===== config.mk =====
export PLATFORM = sky130hd
export DESIGN_NAME = pq_req_arb
export DESIGN_NICKNAME = d
export VERILOG_FILES = /design/src/rtl/pq_req_arb.sv
export SDC_FILE = /design/constraint.sdc
export NUM_CORES = 1
export LEC_CHECK = 0
export BUFFER_PORTS_ARGS = -buffer_cell sky130_fd_sc_hd__buf_2
export CORE_MARGIN = 8
export CORE_UTILIZATION = 43
export CTS_CLUSTER_DIAMETER = 50
export DETAILED_ROUTE_END_ITERATION = 16
export GPL_TIMING_DRIVEN = 0
export PLACE_DENSITY = 0.82
export SETUP_SLACK_MARGIN = 0.5
export SYNTH_ARGS = -nofsm -noshare
export SYNTH_HDL_FRONTEND = slang
export SYNTH_SLANG_ARGS = --single-unit
export TNS_END_PERCENT = 20

===== constraint.sdc =====
create_clock -name clk -period 3.7 [get_ports clk]
set_input_delay 0.74 -clock clk [delete_from_list [all_inputs] [get_ports clk]]
set_output_delay 0.74 -clock clk [all_outputs]
set_load 0.05 [all_outputs]

===== src/rtl/pq_req_arb.sv =====
// pq_req_arb: round-robin arbiter sharing one priority queue among NREQ requesters.
// Define PQ_ARB_STATS_EN to build the saturating grant/stall statistics counters.
package pq_pkg;
    typedef struct packed {
        logic [15:0] key;
        logic [15:0] val;
    } kv_t;
endpackage

// state | meaning
// IDLE  | arbitrate among eligible requesters, register the winner
// ISSUE | drive one PQ strobe and the matching ack; capture pq_kvo for dequeues
// WAIT  | hold at least one cycle until the PQ drops pq_busy
module pq_req_arb
    import pq_pkg::*;
#(
    parameter int NREQ = 4
) (
    input  logic               clk,
    input  logic               rst,
    input  logic [NREQ-1:0]    enq_req,
    input  logic [NREQ-1:0]    deq_req,
    input  kv_t  [NREQ-1:0]    req_kv,
    output logic [NREQ-1:0]    enq_ack,
    output logic [NREQ-1:0]    deq_ack,
    output logic [NREQ-1:0]    rsp_valid,
    output kv_t                rsp_kv,
    output kv_t                pq_kvi,
    output logic               pq_enq,
    output logic               pq_deq,
    input  logic               pq_full,
    input  logic               pq_busy,
    input  logic               pq_empty,
    input  kv_t                pq_kvo,
    output logic [15:0]        grant_cnt,
    output logic [15:0]        stall_cnt
);
    localparam int IW = (NREQ > 1) ? $clog2(NREQ) : 1;

    typedef enum logic [1:0] {
        IDLE,
        ISSUE,
        WAIT
    } state_t;

    state_t          state, state_d;
    logic [IW-1:0]   rr_ptr, rr_ptr_d;
    logic [IW-1:0]   gnt_idx, gnt_idx_d;
    logic            gnt_deq, gnt_deq_d;
    kv_t             kvi_d, rsp_kv_d;
    logic            pq_enq_d, pq_deq_d;
    logic [NREQ-1:0] enq_ack_d, deq_ack_d, rsp_valid_d;

    logic [NREQ-1:0] enq_ok, deq_ok, elig;
    logic            found;
    logic [IW-1:0]   pick;
    logic [IW:0]     scan;

    // Scan from rr_ptr upward with wraparound; the first eligible index wins.
    always_comb begin
        enq_ok = enq_req & {NREQ{~pq_full}};
        deq_ok = deq_req & {NREQ{~pq_empty}};
        elig   = pq_busy ? '0 : (enq_ok | deq_ok);
        found  = 1'b0;
        pick   = '0;
        scan   = '0;
        for (int k = 0; k < NREQ; k++) begin
            scan = {1'b0, rr_ptr} + (IW+1)'(k);
            if (scan >= (IW+1)'(NREQ))
                scan = scan - (IW+1)'(NREQ);
            if (!found && elig[scan[IW-1:0]]) begin
                found = 1'b1;
                pick  = scan[IW-1:0];
            end
        end
    end

    always_comb begin
        state_d     = state;
        rr_ptr_d    = rr_ptr;
        gnt_idx_d   = gnt_idx;
        gnt_deq_d   = gnt_deq;
        kvi_d       = pq_kvi;
        rsp_kv_d    = rsp_kv;
        pq_enq_d    = 1'b0;
        pq_deq_d    = 1'b0;
        enq_ack_d   = '0;
        deq_ack_d   = '0;
        rsp_valid_d = '0;
        case (state)
            IDLE: begin
                if (found) begin
                    state_d   = ISSUE;
                    gnt_idx_d = pick;
                    gnt_deq_d = deq_ok[pick];
                    kvi_d     = req_kv[pick];
                    rr_ptr_d  = (pick == IW'(NREQ-1)) ? '0 : pick + IW'(1);
                    pq_enq_d  = ~deq_ok[pick];
                    pq_deq_d  = deq_ok[pick];
                    if (deq_ok[pick])
                        deq_ack_d[pick] = 1'b1;
                    else
                        enq_ack_d[pick] = 1'b1;
                end
            end
            ISSUE: begin
                state_d = WAIT;
                if (gnt_deq) begin
                    rsp_kv_d             = pq_kvo;
                    rsp_valid_d[gnt_idx] = 1'b1;
                end
            end
            WAIT: begin
                if (!pq_busy)
                    state_d = IDLE;
            end
            default: state_d = IDLE;
        endcase
    end

    always_ff @(posedge clk or posedge rst) begin
        if (rst) begin
            state     <= IDLE;
            rr_ptr    <= '0;
            gnt_idx   <= '0;
            gnt_deq   <= 1'b0;
            pq_kvi    <= '0;
            rsp_kv    <= '0;
            pq_enq    <= 1'b0;
            pq_deq    <= 1'b0;
            enq_ack   <= '0;
            deq_ack   <= '0;
            rsp_valid <= '0;
        end else begin
            state     <= state_d;
            rr_ptr    <= rr_ptr_d;
            gnt_idx   <= gnt_idx_d;
            gnt_deq   <= gnt_deq_d;
            pq_kvi    <= kvi_d;
            rsp_kv    <= rsp_kv_d;
            pq_enq    <= pq_enq_d;
            pq_deq    <= pq_deq_d;
            enq_ack   <= enq_ack_d;
            deq_ack   <= deq_ack_d;
            rsp_valid <= rsp_valid_d;
        end
    end

`ifdef PQ_ARB_STATS_EN
    logic [15:0] grant_q, stall_q;
    logic        stall_now;

    assign stall_now = (state == IDLE) && (|(enq_req | deq_req)) && !found;

    always_ff @(posedge clk or posedge rst) begin
        if (rst) begin
            grant_q <= '0;
            stall_q <= '0;
        end else begin
            if (state == ISSUE && grant_q != 16'hFFFF)
                grant_q <= grant_q + 16'd1;
            if (stall_now && stall_q != 16'hFFFF)
                stall_q <= stall_q + 16'd1;
        end
    end

    assign grant_cnt = grant_q;
    assign stall_cnt = stall_q;
`else
    assign grant_cnt = '0;
    assign stall_cnt = '0;
`endif

endmodule


# ---- After elaboration in Yosys (flattened, before gate mapping)
# Index checks and enable logic that the tools add are counted.
dict set report word_totals {
  in_bits 173
  out_inout_bits 110
  ff_bits 85
}
dict set report classes {
  n_reduce_logical 12
  bitwise_logic 6
  add_sub_neg 8
  n_mux 45
  order_cmp 12
  eq_ne 5
}
# op n
set op_table {}
lappend op_table {{binary-select mux 32 bit (select 2 bit)} 1}
lappend op_table {{two-way mux 4 bit} 9}
lappend op_table {{two-way mux 32 bit} 1}
lappend op_table {{two-way mux 2 bit} 11}
lappend op_table {{< comparator 2 x 3 -> 1 bit (second input constant)} 6}
lappend op_table {{two-way mux 1 bit} 15}
lappend op_table {{binary-select mux 1 bit (select 2 bit)} 5}
lappend op_table {{>= comparator 3 bit (second input constant)} 3}
lappend op_table {{bitwise AND 4 bit} 2}
lappend op_table {{subtractor 2 x 1 -> 2 bit (second input constant)} 4}
lappend op_table {{adder 2 x 2 -> 3 bit (second input constant)} 2}
lappend op_table {{case mux 2 bit (3 select lines)} 1}
lappend op_table {{AND reduction 2 bit} 3}
lappend op_table {{logical AND 1 bit} 5}
lappend op_table {{demux 1 bit (select 2 bit)} 2}
lappend op_table {{== test 2 bit (second input constant)} 2}
lappend op_table {{>= comparator 2 x 1 -> 1 bit (second input constant)} 2}
lappend op_table {{!= test 2 bit (second input constant)} 2}
lappend op_table {{bitwise OR 4 bit} 1}
lappend op_table {{adder 2 x 1 -> 3 bit (second input constant)} 1}
lappend op_table {{>= comparator 2 x 3 -> 1 bit (second input constant)} 1}
lappend op_table {{logical NOT 1 bit} 3}
lappend op_table {{inverter 1 bit} 3}
lappend op_table {{adder 2 x 1 -> 2 bit (second input constant)} 1}
lappend op_table {{2 further kinds} 2}

# ---- Depth between registers and ports, before layout
dict set report logic_depth {
  depth_word 23
  depth_mapped 10
  ltp_nobuf 8
}

# ---- Least setup slack after synthesis
# No wires, ideal clock.
dict set report synth_timing {
  path_type {input to register}
  from {input enq_req[0]}
  to {register gnt_deq}
  n_path_buf 1
  required_ns 3.579
  arrival_ns 2.532
  setup_slack_ns 1.047
  setup_ns 0.121
  cell_stages 7
  path_cell_list {nor2b_1 -> or2_1 -> nor3b_1 -> nor4_4 -> mux4_2 -> buf_4 -> a22o_1}
}
dict set report synth_via {
  elab_chain_len 17
  elab_cells_between_ends 28
}
# item line_no
set synth_lines {}
lappend synth_lines {{start: declaration} 21} ;# input logic [NREQ-1:0] enq_req,
lappend synth_lines {{bitwise AND 4 bit *} 61} ;# enq_ok = enq_req & {NREQ{~pq_full}};
lappend synth_lines {{bitwise OR 4 bit *} 63} ;# elig = pq_busy ? '0 : (enq_ok | deq_ok);
lappend synth_lines {{two-way mux 4 bit *} 63}
lappend synth_lines {{binary-select mux 1 bit (select 2 bit)} 71} ;# if (!found && elig[scan[IW-1:0]]) begin
lappend synth_lines {{two-way mux 1 bit (not written as such)} 71}
lappend synth_lines {{two-way mux 1 bit} 71}
lappend synth_lines {{logical NOT 1 bit} 71}
lappend synth_lines {{logical AND 1 bit} 71}
lappend synth_lines {{(+2 left out)} n/a}
lappend synth_lines {{logical AND 1 bit} 71}
lappend synth_lines {{two-way mux 1 bit} 71}
lappend synth_lines {{logical NOT 1 bit} 71}
lappend synth_lines {{logical AND 1 bit} 71}
lappend synth_lines {{two-way mux 2 bit *} 71}
lappend synth_lines {{named net pick[1]} 56} ;# logic [IW-1:0] pick;
lappend synth_lines {{binary-select mux 1 bit (select 2 bit) *} 95} ;# gnt_deq_d = deq_ok[pick];
lappend synth_lines {{two-way mux 1 bit (not written as such) *} 95}
lappend synth_lines {{end signal: assignment} 138} ;# gnt_deq <= gnt_deq_d;
lappend synth_lines {{end: declaration} 49} ;# logic gnt_deq, gnt_deq_d;
# Mark *: on every way through the listed nets, which the timed path passes. The rest lies on a longest branch. The select of a mux whose other input is x is not followed.
# A chain may end at the register's enable or synchronous reset.

# ---- Final worst setup path
dict set report layout_timing {
  from {input pq_full}
  to {register rr_ptr[1]}
}
dict set report layout_via {
  elab_chain_len 18
  elab_cells_between_ends 30
}
# item line_no
set layout_lines {}
lappend layout_lines {{start: declaration} 31} ;# input logic pq_full,
lappend layout_lines {{inverter 1 bit *} 61}
lappend layout_lines {{bitwise AND 4 bit *} 61}
lappend layout_lines {{bitwise OR 4 bit *} 63}
lappend layout_lines {{two-way mux 4 bit *} 63}
lappend layout_lines {{binary-select mux 1 bit (select 2 bit)} 71}
lappend layout_lines {{two-way mux 1 bit (not written as such)} 71}
lappend layout_lines {{two-way mux 1 bit} 71}
lappend layout_lines {{logical NOT 1 bit} 71}
lappend layout_lines {{(+3 left out)} n/a}
lappend layout_lines {{logical AND 1 bit} 71}
lappend layout_lines {{two-way mux 1 bit} 71}
lappend layout_lines {{logical NOT 1 bit} 71}
lappend layout_lines {{logical AND 1 bit} 71}
lappend layout_lines {{two-way mux 2 bit *} 71}
lappend layout_lines {{named net pick[0]} 56}
lappend layout_lines {{adder 2 x 1 -> 2 bit or == test 2 bit (tied branches)} 97} ;# rr_ptr_d = (pick == IW'(NREQ-1)) ? '0 : pick + IW'(1);
lappend layout_lines {{two-way mux 2 bit *} 97}
lappend layout_lines {{end signal: assignment} 136} ;# rr_ptr <= rr_ptr_d;
lappend layout_lines {{end: declaration} 47} ;# logic [IW-1:0] rr_ptr, rr_ptr_d;
# Marks and branches as above.

==> impl_metrics.env <==
export IMPL_outcome="finished clean"
export IMPL_p_sw_mw=2.67
export IMPL_root_buffer="clkbuf_8"
export IMPL_start_util=0.444
export IMPL_grt_max_degree=50
export IMPL_path_clk_slew_ps=80
export IMPL_crit_top_cell="buf_2"
export IMPL_setup_ws_ps=1030
export IMPL_seqPwrFrac=0.305
export IMPL_netlist_area_mm2=0.00434
export IMPL_clk_latency_ps=350
export IMPL_r2r_slack_ps=1280
export IMPL_syn_avg_cell_area_um2=9.84
export IMPL_routedWlPerCell_um=17.6
export IMPL_ios=283
export IMPL_viasPerCell=4.87
export IMPL_intPower_mw=2.36
export IMPL_comb_power_share=0.562
export IMPL_post_route_period_util=0.722
export IMPL_nNetsFinal=911
export IMPL_path_class="in -> reg"
export IMPL_synth_warnings=0
export IMPL_ant_nets=0
export IMPL_die_x_um=116
export IMPL_slowest_stage="buf_2"
export IMPL_area_delta_synth_final_pct=40.7
export IMPL_power_density_mw_per_mm2=823
export IMPL_fp_row_count=36
export IMPL_dp_hpwl_mm=12.6
export IMPL_diodes=0
export IMPL_first_pass_iters=4
export IMPL_setup_viol_count_final=0
export IMPL_max_vdd_ir_drop_mv=0.477
export IMPL_synth_distinct_cells=34
export IMPL_rsz0062_at_grt="no"
export IMPL_timing_slew_headroom=0.477
export IMPL_portBuffers=250
export IMPL_p_leak_nw=3.68
export IMPL_r2r_end="rr_ptr[1]"
export IMPL_drt_iter0_markers=229
export IMPL_routed_wirelength_mm=15.4
export IMPL_cts_tree="built"
export IMPL_max_stage_delay_ps=390
export IMPL_final_max_slew_violation_count=0
export IMPL_drive_above_1_share=0.430
export IMPL_hold_violations=0
export IMPL_postCtsSetupRepairBufs=0
export IMPL_pre_cts_slack_ps=653
export IMPL_rr_startpoint="rr_ptr[1]"
export IMPL_ctsLongestPathBuffers=2
export IMPL_cts_resized=0
export IMPL_placed_cells=856
export IMPL_design_area_mm2=0.00611
export IMPL_yosysSeqAreaShare=0.490
export IMPL_antenna_found_initial=1
export IMPL_min_period_ps=2670
export IMPL_tns_ps=0
export IMPL_ctsHoldBuffers=0
export IMPL_fillers=845
export IMPL_max_freq_mhz=374
export IMPL_dieArea_mm2=0.0136
export IMPL_critPathLaunchType="input port"
export IMPL_placed_area_mm2=0.00590
export IMPL_cp_data_required_time_ps=3940
export IMPL_worstHoldPathType="in -> async"
export IMPL_place_congestion=0.904
export IMPL_reg2regPathDepth=10
export IMPL_cts_sinks=85
export IMPL_final_cells=872
export IMPL_track_usage=0.220
export IMPL_grt_pass1_wl_mm=23.1
export IMPL_htree_levels=3
export IMPL_grt_ovfl_total=0
export IMPL_grt_pass1_vias=4657
export IMPL_numCtsBuffers=9
export IMPL_clockPowerShare=0.133
export IMPL_cap_violations=0
export IMPL_p_total_mw=5.02
export IMPL_crit_chain="buf_2, nor2b_1, or2_1, a21oi_1, o211ai_2, buf_2, buf_2, inv_1, ha_1, nand2_1, nand2_1"
export IMPL_syn_inst=441
export IMPL_synth_seq_cells=85
export IMPL_die_h_um=116
export IMPL_drc=0
export IMPL_crit_fanout=11
export IMPL_via_count=4249
export IMPL_worst_ep_arrival_time_ps=2910
export IMPL_cp_end_kind="flop"
export IMPL_max_slew_worst_pin_slew_ps=784
export IMPL_switching_share=0.531
export IMPL_finalClockSkew_ps=8.50
export IMPL_core_area_mm2=0.00977
worst max-delay path, delay by kind of cell:
kind | cells | cell delay, ps
buffers and inverters | 4 | 980
AND/OR/NAND/NOR | 4 | 490
AO/OA/AOI/OAI | 2 | 410
adder cells (fa/ha/maj) | 1 | 300
kinds of logic after synthesis:
logic type / after synthesis / share of synthesized area
other: 1 / 0.000864
AND/OR/NAND/NOR: 170 / 0.163
adder cells (fa/ha/maj): 4 / 0.0115
buffers and inverters: 67 / 0.0902
AO/OA/AOI/OAI: 49 / 0.0911
multiplexers: 65 / 0.153
flip-flops: 85 / 0.490
layer usage:
layer  wire (um)  GRT usage  vias up  part of all wire
met5          10          0        -           0.00065
met4         184     0.0631        2             0.012
met3        1720     0.0863       17              0.11
met2        7710      0.396      200              0.50
met1        5730      0.233     2006              0.37
li1            -          -     2024                 -
worst max-delay path by stage:
stage	startpoint	slack (ps)	to
floorplan	rst	770	deq_ack[0]
global placement	rst	-140	pq_kvi[28]
detailed placement	pq_full	650	rr_ptr[1]
CTS	pq_full	1040	rr_ptr[1]
global route	pq_full	850	rr_ptr[1]
finish	pq_full	1030	rr_ptr[1]
power by group through the flow:
stage	logic, mW	registers (mW)	clock network (mW)
final	2.82	1.53	0.667
after global routing	3.00	1.58	0.725
after CTS	2.84	1.53	0.691
after detailed placement	2.84	1.54	0
after global placement	2.79	1.52	0
after floorplan	0.844	2.78	0
Yosys cell counts:
cell type	count	area (um^2)
nor2b_1	4	25.0
or2_1	1	6.26
nand2_1	142	533
a21oi_1	9	45.0
clkbuf_1	10	37.5
o21ai_0	2	10.0
or4_1	1	7.51
nor3b_1	1	7.51
inv_1	7	26.3
nor4b_1	1	8.76
a21o_1	1	7.51
o211ai_2	1	12.5
a311oi_2	1	15.0
nor4_4	1	21.3
nand2b_1	2	12.5
conb_1	1	3.75
mux2i_1	64	641
nor2_1	6	22.5
and3_1	5	31.3
clkinv_1	1	3.75
o211ai_1	1	7.51
o221ai_1	32	280
ha_1	4	50.1
nand3b_1	1	7.51
a22o_1	2	17.5
nand3_1	2	10.0
nor3_1	2	10.0
inv_2	1	3.75
dfrtp_1	85	2130
and2_1	1	6.26
buf_1	2	7.51
buf_2	13	65.1
mux4_2	1	22.5
buf_4	33	248
cell type report:
class | instances | area, um^2 | share of cell area
clock buffer | 11 | 141 | 0.0232
timing repair buffer | 251 | 1280 | 0.209
sequential | 85 | 2130 | 0.348
inverter | 9 | 36.3 | 0.00594
clock inverter | 5 | 60.1 | 0.00984
multi-input combinational | 320 | 1940 | 0.317
buffer | 58 | 358 | 0.0586
tap | 133 | 166 | 0.0273
cells in the final DEF (no fill, tap or decap), types with 9 or more instances in the layout:
cell type,count
mux2i_1,64
o221ai_1,32
a21oi_1,9
buf_2,263
clkbuf_1,11
buf_4,33
dfrtp_1,85
nand2_1,142
conb_1,32
clkbuf_8,10
sequential cells by signal, summed over array words and instances, names as in the netlist:
register	count
deq_ack	4
enq_ack	4
gnt_deq	1
gnt_idx	2
pq_deq	1
pq_enq	1
pq_kvi	32
rr_ptr	2
rsp_kv	32
rsp_valid	4
state	2
through the flow:
step	hold WS (ps)	util
2_1_floorplan	453	-
3_3_place_gp	453	0.601
3_5_place_dp	456	0.604
4_1_cts	406	0.625
5_1_grt	433	0.625
6_report	412	0.625
Power figures use the tool's default switching activity.
